==> config.mk <==
export PLATFORM = sky130hd
export DESIGN_NAME = cache_block_buffer
export DESIGN_NICKNAME = d
export VERILOG_FILES = /design/src/rtl/cache_block_buffer.sv
export SDC_FILE = /design/constraint.sdc
export NUM_CORES = 1
export LEC_CHECK = 0
export CAP_MARGIN = 40
export CELL_PAD_IN_SITES_DETAIL_PLACEMENT = 0
export CELL_PAD_IN_SITES_GLOBAL_PLACEMENT = 1
export CORE_ASPECT_RATIO = 1.1
export CORE_MARGIN = 2
export CORE_UTILIZATION = 41
export DETAILED_ROUTE_END_ITERATION = 8
export PLACE_DENSITY_LB_ADDON = 0.1
export SYNTH_ARGS = -nofsm -noshare
export SYNTH_HDL_FRONTEND = slang
export SYNTH_SLANG_ARGS = --single-unit
export TNS_END_PERCENT = 100
==> constraint.sdc <==
create_clock -name clock_i -period 4.1 [get_ports clock_i]
set_input_delay 0.615 -clock clock_i [delete_from_list [all_inputs] [get_ports clock_i]]
set_output_delay 0.615 -clock clock_i [all_outputs]
set_load 0.005 [all_outputs]
==> src/rtl/cache_block_buffer.sv <==
// cache_block_buffer: word-serial transfer buffer between a cache controller's
// memory command/buffer ports and a word-wide external memory interface.
// A single- or whole-block command is split into per-word external requests.
// Read fill data waits in a read FIFO until the cache pops it. Writeback data
// is collected into a write FIFO before it is issued.
// Optional build macro CACHE_BLOCK_BUFFER_ERR_EN adds the sticky err_o and
// err_code_o outputs. These flag the ignored-input conditions.
module cache_block_buffer #(
    parameter int BW_ADDR  = 24,
    parameter int BW_BLOCK = 2
) (
    input  logic                clock_i,
    input  logic                resetn_i,
    input  logic                req_i,
    input  logic                req_block_i,
    input  logic                rw_i,
    input  logic [BW_ADDR-1:0]  add_i,
    output logic                ready_req_o,
    input  logic                write_i,
    input  logic [31:0]         data_i,
    output logic                ready_write_o,
    input  logic                read_i,
    output logic                ready_read_o,
    output logic [31:0]         data_o,
    output logic                ext_req_o,
    output logic                ext_rw_o,
    output logic [BW_ADDR-1:0]  ext_add_o,
    output logic [31:0]         ext_data_o,
    input  logic                ext_ready_i,
    input  logic                ext_valid_i,
    input  logic [31:0]         ext_data_i
`ifdef CACHE_BLOCK_BUFFER_ERR_EN
    ,
    output logic                err_o,
    output logic [2:0]          err_code_o
`endif
);

    localparam int N_BLK  = 1 << BW_BLOCK;
    localparam int BW_CNT = BW_BLOCK + 1;
    localparam logic [BW_ADDR-1:0] BLK_MASK = BW_ADDR'(N_BLK - 1);

    typedef enum logic [2:0] {
        S_IDLE,
        S_RD_ISSUE,
        S_RD_DRAIN,
        S_WR_COLLECT,
        S_WR_ISSUE
    } state_t;

    state_t                r_state;
    logic [BW_ADDR-1:0]    r_base;
    logic [BW_CNT-1:0]     r_cnt;
    logic [BW_CNT-1:0]     r_iss;
    logic [BW_CNT-1:0]     r_rcv;
    logic [BW_CNT-1:0]     r_col;

    // Read FIFO (fill data heading to the cache)
    logic [31:0]           r_rd_mem [N_BLK];
    logic [BW_BLOCK-1:0]   r_rd_wptr;
    logic [BW_BLOCK-1:0]   r_rd_rptr;
    logic [BW_CNT-1:0]     r_rd_count;

    // Write FIFO (writeback data heading to external memory)
    logic [31:0]           r_wr_mem [N_BLK];
    logic [BW_BLOCK-1:0]   r_wr_wptr;
    logic [BW_BLOCK-1:0]   r_wr_rptr;
    logic [BW_CNT-1:0]     r_wr_count;

    logic                  w_in_rd;
    logic                  w_accept;
    logic [BW_ADDR-1:0]    w_base;
    logic                  w_rd_push;
    logic                  w_rd_pop;
    logic [BW_CNT-1:0]     w_rd_count_next;
    logic [BW_CNT-1:0]     w_rcv_next;
    logic                  w_iss_inc;
    logic [BW_CNT-1:0]     w_iss_next;
    logic                  w_wr_push;
    logic                  w_wr_pop;
    logic [BW_CNT-1:0]     w_col_next;

    // Outputs are decoded purely from registered state, so they never depend
    // combinationally on the handshake inputs.
    assign ready_req_o   = (r_state == S_IDLE);
    assign ext_req_o     = (r_state == S_RD_ISSUE) || (r_state == S_WR_ISSUE);
    assign ext_rw_o      = (r_state == S_WR_ISSUE);
    assign ext_add_o     = ext_req_o ? (r_base + BW_ADDR'(r_iss)) : '0;
    assign ext_data_o    = (r_state == S_WR_ISSUE) ? r_wr_mem[r_wr_rptr] : '0;
    assign ready_write_o = (r_state == S_WR_COLLECT) && (r_col < r_cnt);
    assign ready_read_o  = (r_rd_count != '0);
    assign data_o        = ready_read_o ? r_rd_mem[r_rd_rptr] : '0;

    assign w_in_rd   = (r_state == S_RD_ISSUE) || (r_state == S_RD_DRAIN);
    assign w_accept  = req_i && ready_req_o;
    // A block command always starts at the first word of its block.
    assign w_base    = req_block_i ? (add_i & ~BLK_MASK) : add_i;

    // Responses beyond the expected count (or after an abort) are dropped.
    assign w_rd_push = ext_valid_i && w_in_rd && (r_rcv < r_cnt);
    assign w_rd_pop  = read_i && ready_read_o;
    assign w_rd_count_next = r_rd_count + BW_CNT'(w_rd_push) - BW_CNT'(w_rd_pop);
    assign w_rcv_next      = r_rcv + BW_CNT'(w_rd_push);

    assign w_iss_inc  = ext_req_o && ext_ready_i;
    assign w_iss_next = r_iss + BW_CNT'(w_iss_inc);

    assign w_wr_push  = write_i && ready_write_o;
    assign w_wr_pop   = w_iss_inc && (r_state == S_WR_ISSUE);
    assign w_col_next = r_col + BW_CNT'(w_wr_push);

    // Control FSM: command latch, word counters and state sequencing
    always_ff @(posedge clock_i) begin
        if (!resetn_i) begin
            r_state <= S_IDLE;
            r_base  <= '0;
            r_cnt   <= '0;
            r_iss   <= '0;
            r_rcv   <= '0;
            r_col   <= '0;
        end else begin
            r_iss <= w_iss_next;
            r_rcv <= w_rcv_next;
            r_col <= w_col_next;
            case (r_state)
                S_IDLE: begin
                    if (w_accept) begin
                        r_base  <= w_base;
                        r_cnt   <= req_block_i ? BW_CNT'(N_BLK) : BW_CNT'(1);
                        r_iss   <= '0;
                        r_rcv   <= '0;
                        r_col   <= '0;
                        r_state <= rw_i ? S_WR_COLLECT : S_RD_ISSUE;
                    end
                end
                S_RD_ISSUE: begin
                    if (w_iss_next == r_cnt) r_state <= S_RD_DRAIN;
                end
                S_RD_DRAIN: begin
                    if ((w_rcv_next == r_cnt) && (w_rd_count_next == '0)) r_state <= S_IDLE;
                end
                S_WR_COLLECT: begin
                    if (w_col_next == r_cnt) r_state <= S_WR_ISSUE;
                end
                S_WR_ISSUE: begin
                    if (w_iss_next == r_cnt) r_state <= S_IDLE;
                end
                default: r_state <= S_IDLE;
            endcase
        end
    end

    // Read FIFO storage and pointers; push and pop may coincide
    always_ff @(posedge clock_i) begin
        if (!resetn_i) begin
            r_rd_wptr  <= '0;
            r_rd_rptr  <= '0;
            r_rd_count <= '0;
            for (int i = 0; i < N_BLK; i++) r_rd_mem[i] <= '0;
        end else begin
            if (w_rd_push) begin
                r_rd_mem[r_rd_wptr] <= ext_data_i;
                r_rd_wptr           <= r_rd_wptr + BW_BLOCK'(1);
            end
            if (w_rd_pop) r_rd_rptr <= r_rd_rptr + BW_BLOCK'(1);
            r_rd_count <= w_rd_count_next;
        end
    end

    // Write FIFO storage and pointers; filled while collecting, drained while issuing
    always_ff @(posedge clock_i) begin
        if (!resetn_i) begin
            r_wr_wptr  <= '0;
            r_wr_rptr  <= '0;
            r_wr_count <= '0;
            for (int i = 0; i < N_BLK; i++) r_wr_mem[i] <= '0;
        end else begin
            if (w_wr_push) begin
                r_wr_mem[r_wr_wptr] <= data_i;
                r_wr_wptr           <= r_wr_wptr + BW_BLOCK'(1);
            end
            if (w_wr_pop) r_wr_rptr <= r_wr_rptr + BW_BLOCK'(1);
            r_wr_count <= r_wr_count + BW_CNT'(w_wr_push) - BW_CNT'(w_wr_pop);
        end
    end

`ifdef CACHE_BLOCK_BUFFER_ERR_EN
    logic       r_err;
    logic [2:0] r_err_code;
    logic       w_err_busy;
    logic       w_err_wr;
    logic       w_err_rd;
    logic       w_err_val;

    assign w_err_busy = req_i && !ready_req_o;
    assign w_err_wr   = write_i && !ready_write_o;
    assign w_err_rd   = read_i && !ready_read_o;
    assign w_err_val  = ext_valid_i && !w_rd_push;

    assign err_o      = r_err;
    assign err_code_o = r_err_code;

    // Sticky error flag that keeps only the first cause seen since reset
    always_ff @(posedge clock_i) begin
        if (!resetn_i) begin
            r_err      <= 1'b0;
            r_err_code <= 3'd0;
        end else if (!r_err && (w_err_busy || w_err_wr || w_err_rd || w_err_val)) begin
            r_err <= 1'b1;
            if (w_err_busy)    r_err_code <= 3'd1;
            else if (w_err_wr) r_err_code <= 3'd2;
            else if (w_err_rd) r_err_code <= 3'd3;
            else               r_err_code <= 3'd4;
        end
    end
`endif

endmodule
==> metrics.csv <==
metric,value,unit
Worst VDD drop,0.000256,V
Critical Path RT,3.48,ns
Routed WL,32500,µm
WS Path Type,reg -> out,
Post-synth ARST share,0,%
Synth Register Bits,309,
dpl cell area,16800,µm²
RSZ-0062 raised after global routing,no,
Synth Warn #,0,
core outline area,34300,µm²
Synth Flop Type,edfxtp_1,
Pwr Density,468,nW/µm²
layout cells sized above 1,12.5,%
slew margin rel.,47.6,%
Post-CTS Setup Inserts,0,
Leakage,6.53,nW
Die Y,200,µm
DPL Wire Length,19700,µm
vias in the first global route,9076,
CTS root buffer,clkbuf_16,
Final Hold Fails,0,
r2r worst-path depth,11,
pre-CTS worst setup slack,0.682,ns
synth cell count leaders,"and2_1, edfxtp_1, nand2_1",
Hold Crit Class,reg -> reg,
CP endpoint,ext_add_o[18],
WHS,0.458,ns
multi-input combinational cell area,5320,µm²
area grow syn2layout,25.8,%
post-route clock period utilization,93.1,%
total CTS buffers,35,
via count,8688,
Die X,182,µm
initial core utilization,41.7,%
setup slack after layout,0.282,ns
FF+latch area,8750,µm²
hold_buf cts,0,
FF-to-FF Start,r_state[0]$_SDFFE_PN0P_,
total gr overflow,0,
initial antenna violation count,1,
crit start category,flop,
Die Area,36400,µm²
DR pass1 iterations,5,
reg-to-reg endpoint,r_state[1]$_SDFFE_PN0P_,
Reg2Reg Setup Slack,0.96,ns
Unique masters post-synth,45,
most frequent cell after synthesis,and2_1,
# DRC,0,
gpl congestion,0.738,
Clock Skew,0.0243,ns
cell area after synthesis,14300,µm²
FMAX,0.262,GHz
first-pass GRT wire length,50900,µm
cts repair resizes,0,
drt initial violations,399,
critical path arrival,3.20,ns
clock buffer depth,3,
Synth area leader,edfxtp_1,
CP Launch Point,r_iss[0]$_SDFF_PN0_,
IO Pins,190,
Total GRT Usage,18.2,%
Mapped Cells,1054,
Area contributors post-synth,"edfxtp_1, and2_1, mux4_2, dfxtp_1, nand2_1",
Port Buffers,189,
crit-path max FO,10,
max-slew violation count,0,
CP endpoint kind,output port,
number of enable flip-flop cells after synthesis,256,
setup violators final,0,
CTS tree,done,
number of vias per cell,5.08,
worst skew pair latency,0.52,ns
register area share after synthesis,61.1,%
largest net degree at the start of global routing,37,
Synth top area share,53.7,%
row count,71,
Period minus WS final,3.82,ns
clock slew at reported path FFs,0.06,ns
CTS Sinks,309,
run status,"complete, no violations",
layout filler cell count,2925,
post-synthesis area per instance,13.6,µm²
final design area excluding fillers,18000,µm²
post-synthesis net count,1166,
max cap viols,0,
drt wl/cell,19.0,µm
actual slew at the worst max-slew pin,0.782,ns
H-Tree Level Count,2,
Final TNS setup,0,ns
post-route ant nets,0,
Post-layout nets,1357,
worst max-delay path: stages, from the launching register on:
cell and delay, ns:
dfxtp_1 0.34, ha_1 0.21, fa_1 0.24, a21oi_1 0.14
or3_1 0.53, or4_1 0.55, a21oi_1 0.18, clkdlybuf4s50_1 0.52
report_power, final:
part	switching, W	internal [W]	total, W
combinational	0.000680	0.000861	0.00154
clock	0.00123	0.00193	0.00316
sequential	0.000136	0.00358	0.00371
total	0.00205	0.00636	0.00841
sequential cells by signal (all words and copies together), names as in the netlist, 3 cells and up, named ones only:
register and flops:
r_rd_mem 128, r_wr_mem 128, r_base 24, r_col 3, r_iss 3, r_rcv 3, r_rd_count 3, r_state 3
how the worst min path moves through the flow:
| stage | slack, ns | startpoint | end | cells past startpoint |
|---|---|---|---|---|
| after CTS | 0.46 | r_base[2]$_SDFFE_PN0P_ | r_base[2]$_SDFFE_PN0P_ | 2 |
| after detailed placement | 0.45 | r_base[2]$_SDFFE_PN0P_ | r_base[2]$_SDFFE_PN0P_ | 2 |
| after global routing | 0.48 | r_base[2]$_SDFFE_PN0P_ | r_base[2]$_SDFFE_PN0P_ | 2 |
| after global placement | 0.45 | r_base[0]$_SDFFE_PN0P_ | r_base[0]$_SDFFE_PN0P_ | 2 |
| after floorplan | 0.44 | r_base[0]$_SDFFE_PN0P_ | r_base[0]$_SDFFE_PN0P_ | 2 |
| final | 0.46 | r_base[2]$_SDFFE_PN0P_ | r_base[2]$_SDFFE_PN0P_ | 2 |
final cells by class:
| class | instances | area share (%) |
|---|---|---|
| Clock buffer | 43 | 5.15 |
| Sequential cell | 309 | 48.6 |
| Tap cell | 438 | 3.05 |
| Inverter | 13 | 0.271 |
| Antenna cell | 1 | 0.0139 |
| Clock inverter | 19 | 1.27 |
| Timing Repair Buffer | 218 | 12.0 |
| Multi-Input combinational cell | 668 | 29.6 |
cells in the final DEF, fill, tap and decap left out, types with 13 or more instances in the layout:
cell type and instances:
and2_1 327, edfxtp_1 256, clkdlybuf4s50_1 189, nand2_1 65, mux4_2 64, dfxtp_1 50, a21oi_1 39, clkbuf_16 36
nor2_1 26, buf_4 24, xnor2_1 17, ha_1 13
per-layer routing:
layer	share of wire, %	GRT usage [%]	routed length (µm)	vias to the layer above
met4	1.6	3.97	530	0
met1	42	22.6	13600	4324
met3	4.2	3.34	1380	36
met5	0	0	0	-
met2	52	33.4	17000	162
li1	-	-	-	4166
logic make-up (layout without fill, tap and decap cells):
kind of cell,after synthesis,count (layout),share of synthesized area [%]
and+or+nand+nor,491,491,20.3
other,0,1,0
adders and majority gates,15,15,1.42
buffers and inverters,77,293,2.13
muxes,64,64,10.1
AOI/OAI and AO/OA,69,69,2.96
DFF,309,309,61.1
xor gates and xnor gates,29,29,1.99
metrics by stage:
step                      power, W  std cells  utilization [%]
final                      0.00841       1709             52.5
after global routing       0.00880       1709             52.5
after CTS                  0.00853       1708             52.5
after detailed placement   0.00537       1646             49.1
after global placement     0.00535       1644             49.0
after floorplan            0.00460       1054                -
No activity file was read; power rests on OpenSTA's default activity.
==> RTL edit 1: new RTL, same flow settings <==
The 5 states of `state_t` get a one-hot encoding in 5 bits.
--- a/src/rtl/cache_block_buffer.sv
+++ b/src/rtl/cache_block_buffer.sv
@@ -41,10 +41,10 @@
     localparam logic [BW_ADDR-1:0] BLK_MASK = BW_ADDR'(N_BLK - 1);
 
-    typedef enum logic [2:0] {
-        S_IDLE,
-        S_RD_ISSUE,
-        S_RD_DRAIN,
-        S_WR_COLLECT,
-        S_WR_ISSUE
+    typedef enum logic [4:0] {
+        S_IDLE       = 5'b00001,
+        S_RD_ISSUE   = 5'b00010,
+        S_RD_DRAIN   = 5'b00100,
+        S_WR_COLLECT = 5'b01000,
+        S_WR_ISSUE   = 5'b10000
     } state_t;
 
Function: same outputs for any inputs over 4 cycles, from zero or initial values and one cycle with resetn_i low; so few cycles prove little.
==> RTL edit 1 against the unedited design <==
- sequential power shrank 2%
- die area increased by 1.2%
- final area grew 1.1%
- sequential cell count increased by 2
- count of clock-buffer cells in the layout down 1
- area after synthesis increased by 1.3%
- total power decreased by 5.1%
- largest power group unchanged
- global-route usage is 0.57 points higher
- wire length grew 3.9%
- highest routed layer is now met5
- worst setup slack improved by 0.18 ns
==> RTL edit 1: results (changes against the unedited design) <==
Run status
  – Outcome: complete, no violations

Finish
  – ANT cells: 0 (-1)
  – Final-stage net count: 1367 (+0.74%)
  – Count of fill cells added during filler insertion: 3042 (+4.0%)
  – Fraction of layout cells with a size suffix above 1: 13.5% (+1.0 points)
  – Finished Layout Cells: 1722 (+0.76%)

Placement
  – Last weighted congestion value of the routability-driven placer: 0.740 (+0.26%)
  – DP Worst Slack: -0.0229 ns (-0.704 ns)
  – Post-DP HPWL: 20.8 mm (+5.7%)

Power
  – Static Leakage: 6.67 nW (+2.1%)
  – Total internal power: 6.12 mW (-3.8%)
  – Power density of the placed cells: 439 nW/um2 (-6.1%)
  – IR drop worst, VDD: 312 uV (+22%)
  – Part of the total power dissipated in sequential elements: 45.7% (+1.6 points)
  – Clock group share of total power: 39.1% (+1.6 points)

Setup path
  – Maximum single-stage delay on the critical path: 0.49 ns (-0.06 ns)
  – Flop2flop setup slack: 0.47 ns (-0.49 ns)
  – Startpoint of the lowest-slack register-to-register path: r_cnt[2]
  – Worst Path Max Fanout: 4 (-6)
  – Delay-heaviest family, CP: adder cells
  – Number of cells on the worst reg-to-reg path: 14 (+3)
  – Reg-to-reg critical path endpoint: r_state[0]
  – Slowest cell on the critical path: sky130_fd_sc_hd__or4b_4

Routing
  – DR pass1 iterations: 4 (-1)
  – Via count: 8785 (+1.1%)
  – Number of DRC violations after detailed-routing iteration 0: 490 (+23%)
  – Wire length reported by the detailed router: 33.8 mm (+3.9%)

Global routing
  – Pin count of the biggest net entering global routing: 74 (+100%)
  – Overall Global Routing Usage: 18.8% (+0.57 points)
  – Via count of the first global-routing pass: 9364 (+3.2%)
  – Wire length of the first global-routing pass: 53.4 mm (+4.9%)

Worst hold path
  – Hold path start: r_base[0]
  – Endpoint of the worst hold path: r_base[0]

Yosys
  – Portion of the post-synthesis area used by sequential elements: 60.7% (-0.48 points)
  – Most common library cells after synthesis: sky130_fd_sc_hd__and2_1 (303), sky130_fd_sc_hd__edfxtp_1 (256), sky130_fd_sc_hd__mux4_2 (64)
  – Mapped Nets: 1171 (+0.43%)
  – Gate count after technology mapping: 1059 (+0.47%)
  – Main area contributors after synthesis: sky130_fd_sc_hd__edfxtp_1 (53%), sky130_fd_sc_hd__and2_1 (13%), sky130_fd_sc_hd__mux4_2 (9.9%)
  – Synth unique cells: 51 (+13%)

STA
  – Setup skew after layout: 0.0135 ns (-0.0108 ns)
  – Worst Hold Margin: 0.473 ns (+0.0151 ns)
  – Slew at the pin closest to its max-slew limit: 0.729 ns (-0.0530 ns)

Clocking
  – Bufs on Longest Clock Path: 3 (unchanged)
==> RTL edit 1: area by class of cell <==
type | count | area, um2 | area share, %
inverter | 9 | 33.8 | 0.186
multi-input combinational | 671 | 5460 | 30.0
tap | 444 | 556 | 3.05
clock inverter | 18 | 215 | 1.18
sequential | 311 | 8790 | 48.3
clock buffer | 42 | 902 | 4.96
timing repair buffer | 227 | 2240 | 12.3
==> RTL edit 1: worst max-delay path by stage <==
stage,start,to,slack (ns),cells past startpoint
after global placement,ext_valid_i,r_state[0],0.09,13
after CTS,r_cnt[2],r_state[0],0.41,14
after global routing,r_cnt[2],r_state[0],0.11,14
after floorplan,r_cnt[2],r_rd_mem[1][0],-0.53,6
after detailed placement,ext_valid_i,r_state[0],-0.02,13
final,r_cnt[2],r_state[0],0.47,14
==> RTL edit 1: layer usage <==
metal | vias up | GRT usage [%] | wire length (um)
met2 | 181 | 32.2 | 16700
met3 | 41 | 3.35 | 1430
met1 | 4373 | 24.9 | 15100
met4 | 2 | 4.63 | 565
met5 | - | 0 | 13
li1 | 4188 | - | -
==> RTL edit 1: worst reg2reg max path, delay by kind of cell, from the launching register on <==
kind | cells | cell delay [ns]
buffers and inverters | 4 | 0.33
flip-flops | 1 | 0.38
adder cells (fa/ha/maj) | 4 | 1.13
AND/OR/NAND/NOR | 3 | 0.83
AO/OA/AOI/OAI | 3 | 0.87
==> RTL edit 1: kinds of logic (layout without fill, tap and decap cells) <==
kind of cell / count (synthesis) / after routing / synth area share [%]
XOR/XNOR: 39 / 39 / 2.57
multiplexers: 65 / 65 / 10.0
AND/OR/NAND/NOR: 502 / 502 / 20.4
adder cells (fa/ha/maj): 15 / 15 / 1.40
AO/OA/AOI/OAI: 50 / 50 / 2.64
flip-flops: 311 / 311 / 60.7
buffers and inverters: 77 / 296 / 2.29
==> RTL edit 2: new RTL, same flow settings <==
Made on the original files. Build with the macro `CACHE_BLOCK_BUFFER_ERR_EN` defined.
--- a/src/rtl/cache_block_buffer.sv
+++ b/src/rtl/cache_block_buffer.sv
@@ -6,4 +6,6 @@
 // Optional build macro CACHE_BLOCK_BUFFER_ERR_EN adds the sticky err_o and
 // err_code_o outputs. These flag the ignored-input conditions.
+`define CACHE_BLOCK_BUFFER_ERR_EN
+
 module cache_block_buffer #(
     parameter int BW_ADDR  = 24,
Behaviour (old outputs only; new: err_code_o and err_o): no difference found for any inputs over 4 cycles, from zero or initial values and one cycle with resetn_i low; that may be too few to reach the edited logic, so the function may still have changed.
==> RTL edit 2 against the unedited design <==
- clock skew decreased by 0.0038 ns
- total power fell by 1.1%
- clock power decreased by 7.9%
- die area up 2.4%
- wire length up 3.1%
- final area is 1.9% higher
- worst setup slack lost 0.0080 ns
- area after synthesis rose by 2.5%
- first-iteration DRC count up 21%
- largest power group unchanged
- sequential cell count grew 4
- largest cell class unchanged
==> RTL edit 2: results (changes against the unedited design) <==
Run status
  – Outcome: complete, no violations

Setup path
  – Maximum single-stage delay on the critical path: 0.61 ns (+0.06 ns)
  – Startpoint of the lowest-slack register-to-register path: r_cnt[2]
  – Number of cells on the worst reg-to-reg path: 13 (+2)
  – Worst Path Max Fanout: 14 (+4)
  – Flop2flop setup slack: 1.04 ns (+0.08 ns)

Routing
  – DR pass1 iterations: 6 (+1)
  – Wire length reported by the detailed router: 33.5 mm (+3.1%)
  – Number of DRC violations after detailed-routing iteration 0: 484 (+21%)
  – Via density per instance: 4.98 (-2.0%)

Global routing
  – Overall Global Routing Usage: 18.4% (+0.11 points)
  – Pin count of the biggest net entering global routing: 39 (+5.4%)
  – Grt met2 use: 33.1% (-0.30 points)
  – Grt met1 use: 22.8% (+0.21 points)
  – Wire length of the first global-routing pass: 52.1 mm (+2.3%)
  – Antenna violations before repair: 0 (-1)
  – Via count of the first global-routing pass: 9210 (+1.5%)

Finish
  – ANT cells: 0 (-1)
  – Count of fill cells added during filler insertion: 3110 (+6.3%)
  – Fraction of layout cells with a size suffix above 1: 12.7% (+0.16 points)

Yosys
  – Mapped Nets: 1194 (+2.4%)
  – Portion of the post-synthesis area used by sequential elements: 60.2% (-0.92 points)
  – Most common library cells after synthesis: sky130_fd_sc_hd__and2_1 (328), sky130_fd_sc_hd__edfxtp_1 (256), sky130_fd_sc_hd__nand2_1 (66)
  – Synth unique cells: 58 (+29%)
  – Main area contributors after synthesis: sky130_fd_sc_hd__edfxtp_1 (52%), sky130_fd_sc_hd__and2_1 (14%), sky130_fd_sc_hd__mux4_2 (9.8%)

Placement
  – Last weighted congestion value of the routability-driven placer: 0.724 (-1.9%)
  – Count of buffers from port buffering: 193 (+2.1%)
  – Post-DP HPWL: 20.4 mm (+3.4%)

STA
  – Slew at the pin closest to its max-slew limit: 0.716 ns (-0.0653 ns)
  – Setup skew after layout: 0.0205 ns (-0.00378 ns)
  – Worst Hold Margin: 0.458 ns (+0.000376 ns)

Power
  – IR drop worst, VDD: 296 uV (+16%)
  – Switching fraction of total power: 25.6% (+1.2 points)
  – Static Leakage: 6.63 nW (+1.5%)

Clocking
  – Clock input transition at the sequential cells of the worst setup and hold paths: 0.06 ns (about the same)
  – Number of buffers created by CTS: 35 (unchanged)
  – Clock H-tree levels: 2 (unchanged)
==> RTL edit 2: logic make-up after synthesis <==
family                   synth area share (%)
flip-flops                               60.2
multiplexers                             9.90
buffers and inverters                    2.63
XOR/XNOR                                 1.76
adder cells (fa/ha/maj)                  1.38
AO/OA/AOI/OAI                            3.84
AND/OR/NAND/NOR                          20.3
==> RTL edit 2: metal layers <==
metal	vias up	routed length (um)
met5	-	0
met4	0	533
met3	43	1500
met2	182	17400
met1	4363	14100
li1	4291	-
==> RTL edit 2: stage by stage <==
step                power, mW  utilization [%]  instance area [um2]  instances  setup slack (ns)
detailed placement       5.52             49.1                17300       1722             0.607
floorplan                4.70                -                14700       1082            0.0576
global placement         5.48             48.9                17200       1719             0.660
global route             8.72             52.1                18300       1782            0.0157
finish                   8.32             52.1                18300       1782             0.274
CTS                      8.46             52.1                18300       1782             0.233
==> RTL edit 2: cell type report <==
class	count	area (um2)	area share, %
Sequential cell	313	8830	48.2
Multi-Input combinational cell	688	5510	30.1
Timing Repair Buffer	224	2280	12.4
Clock buffer	42	923	5.04
Tap cell	481	602	3.28
Clock inverter	18	125	0.682
Inverter	16	60.1	0.328
==> RTL edit 2: how the worst max path moves through the flow <==
stage	startpoint	endpoint	slack, ns	cells past startpoint
finish	r_iss[0]	ext_add_o[22]	0.27	7
global route	r_iss[0]	ext_add_o[20]	0.02	7
CTS	r_iss[0]	ext_add_o[22]	0.23	7
detailed placement	ext_valid_i	r_state[1]	0.61	12
global placement	ext_valid_i	r_state[1]	0.66	12
floorplan	r_cnt[2]	r_wr_mem[2][0]	0.06	5
==> RTL edit 2: critical path, delay by kind of cell, from the launching register on <==
family / cells / cell delay (ns)
buffers and inverters: 1 / 0.52
AO/OA/AOI/OAI: 2 / 0.39
flip-flops: 1 / 0.34
AND/OR/NAND/NOR: 2 / 1.03
adder cells (fa/ha/maj): 2 / 0.42
==> RTL edit 2: power groups by stage <==
| stage | clock network [mW] | registers (mW) | logic (mW) |
|---|---|---|---|
| 2_1_floorplan | 0 | 3.76 | 0.938 |
| 3_3_place_gp | 0 | 3.87 | 1.62 |
| 3_5_place_dp | 0 | 3.86 | 1.66 |
| 4_1_cts | 3.00 | 3.79 | 1.66 |
| 5_1_grt | 3.11 | 3.82 | 1.78 |
| 6_report | 2.91 | 3.79 | 1.62 |
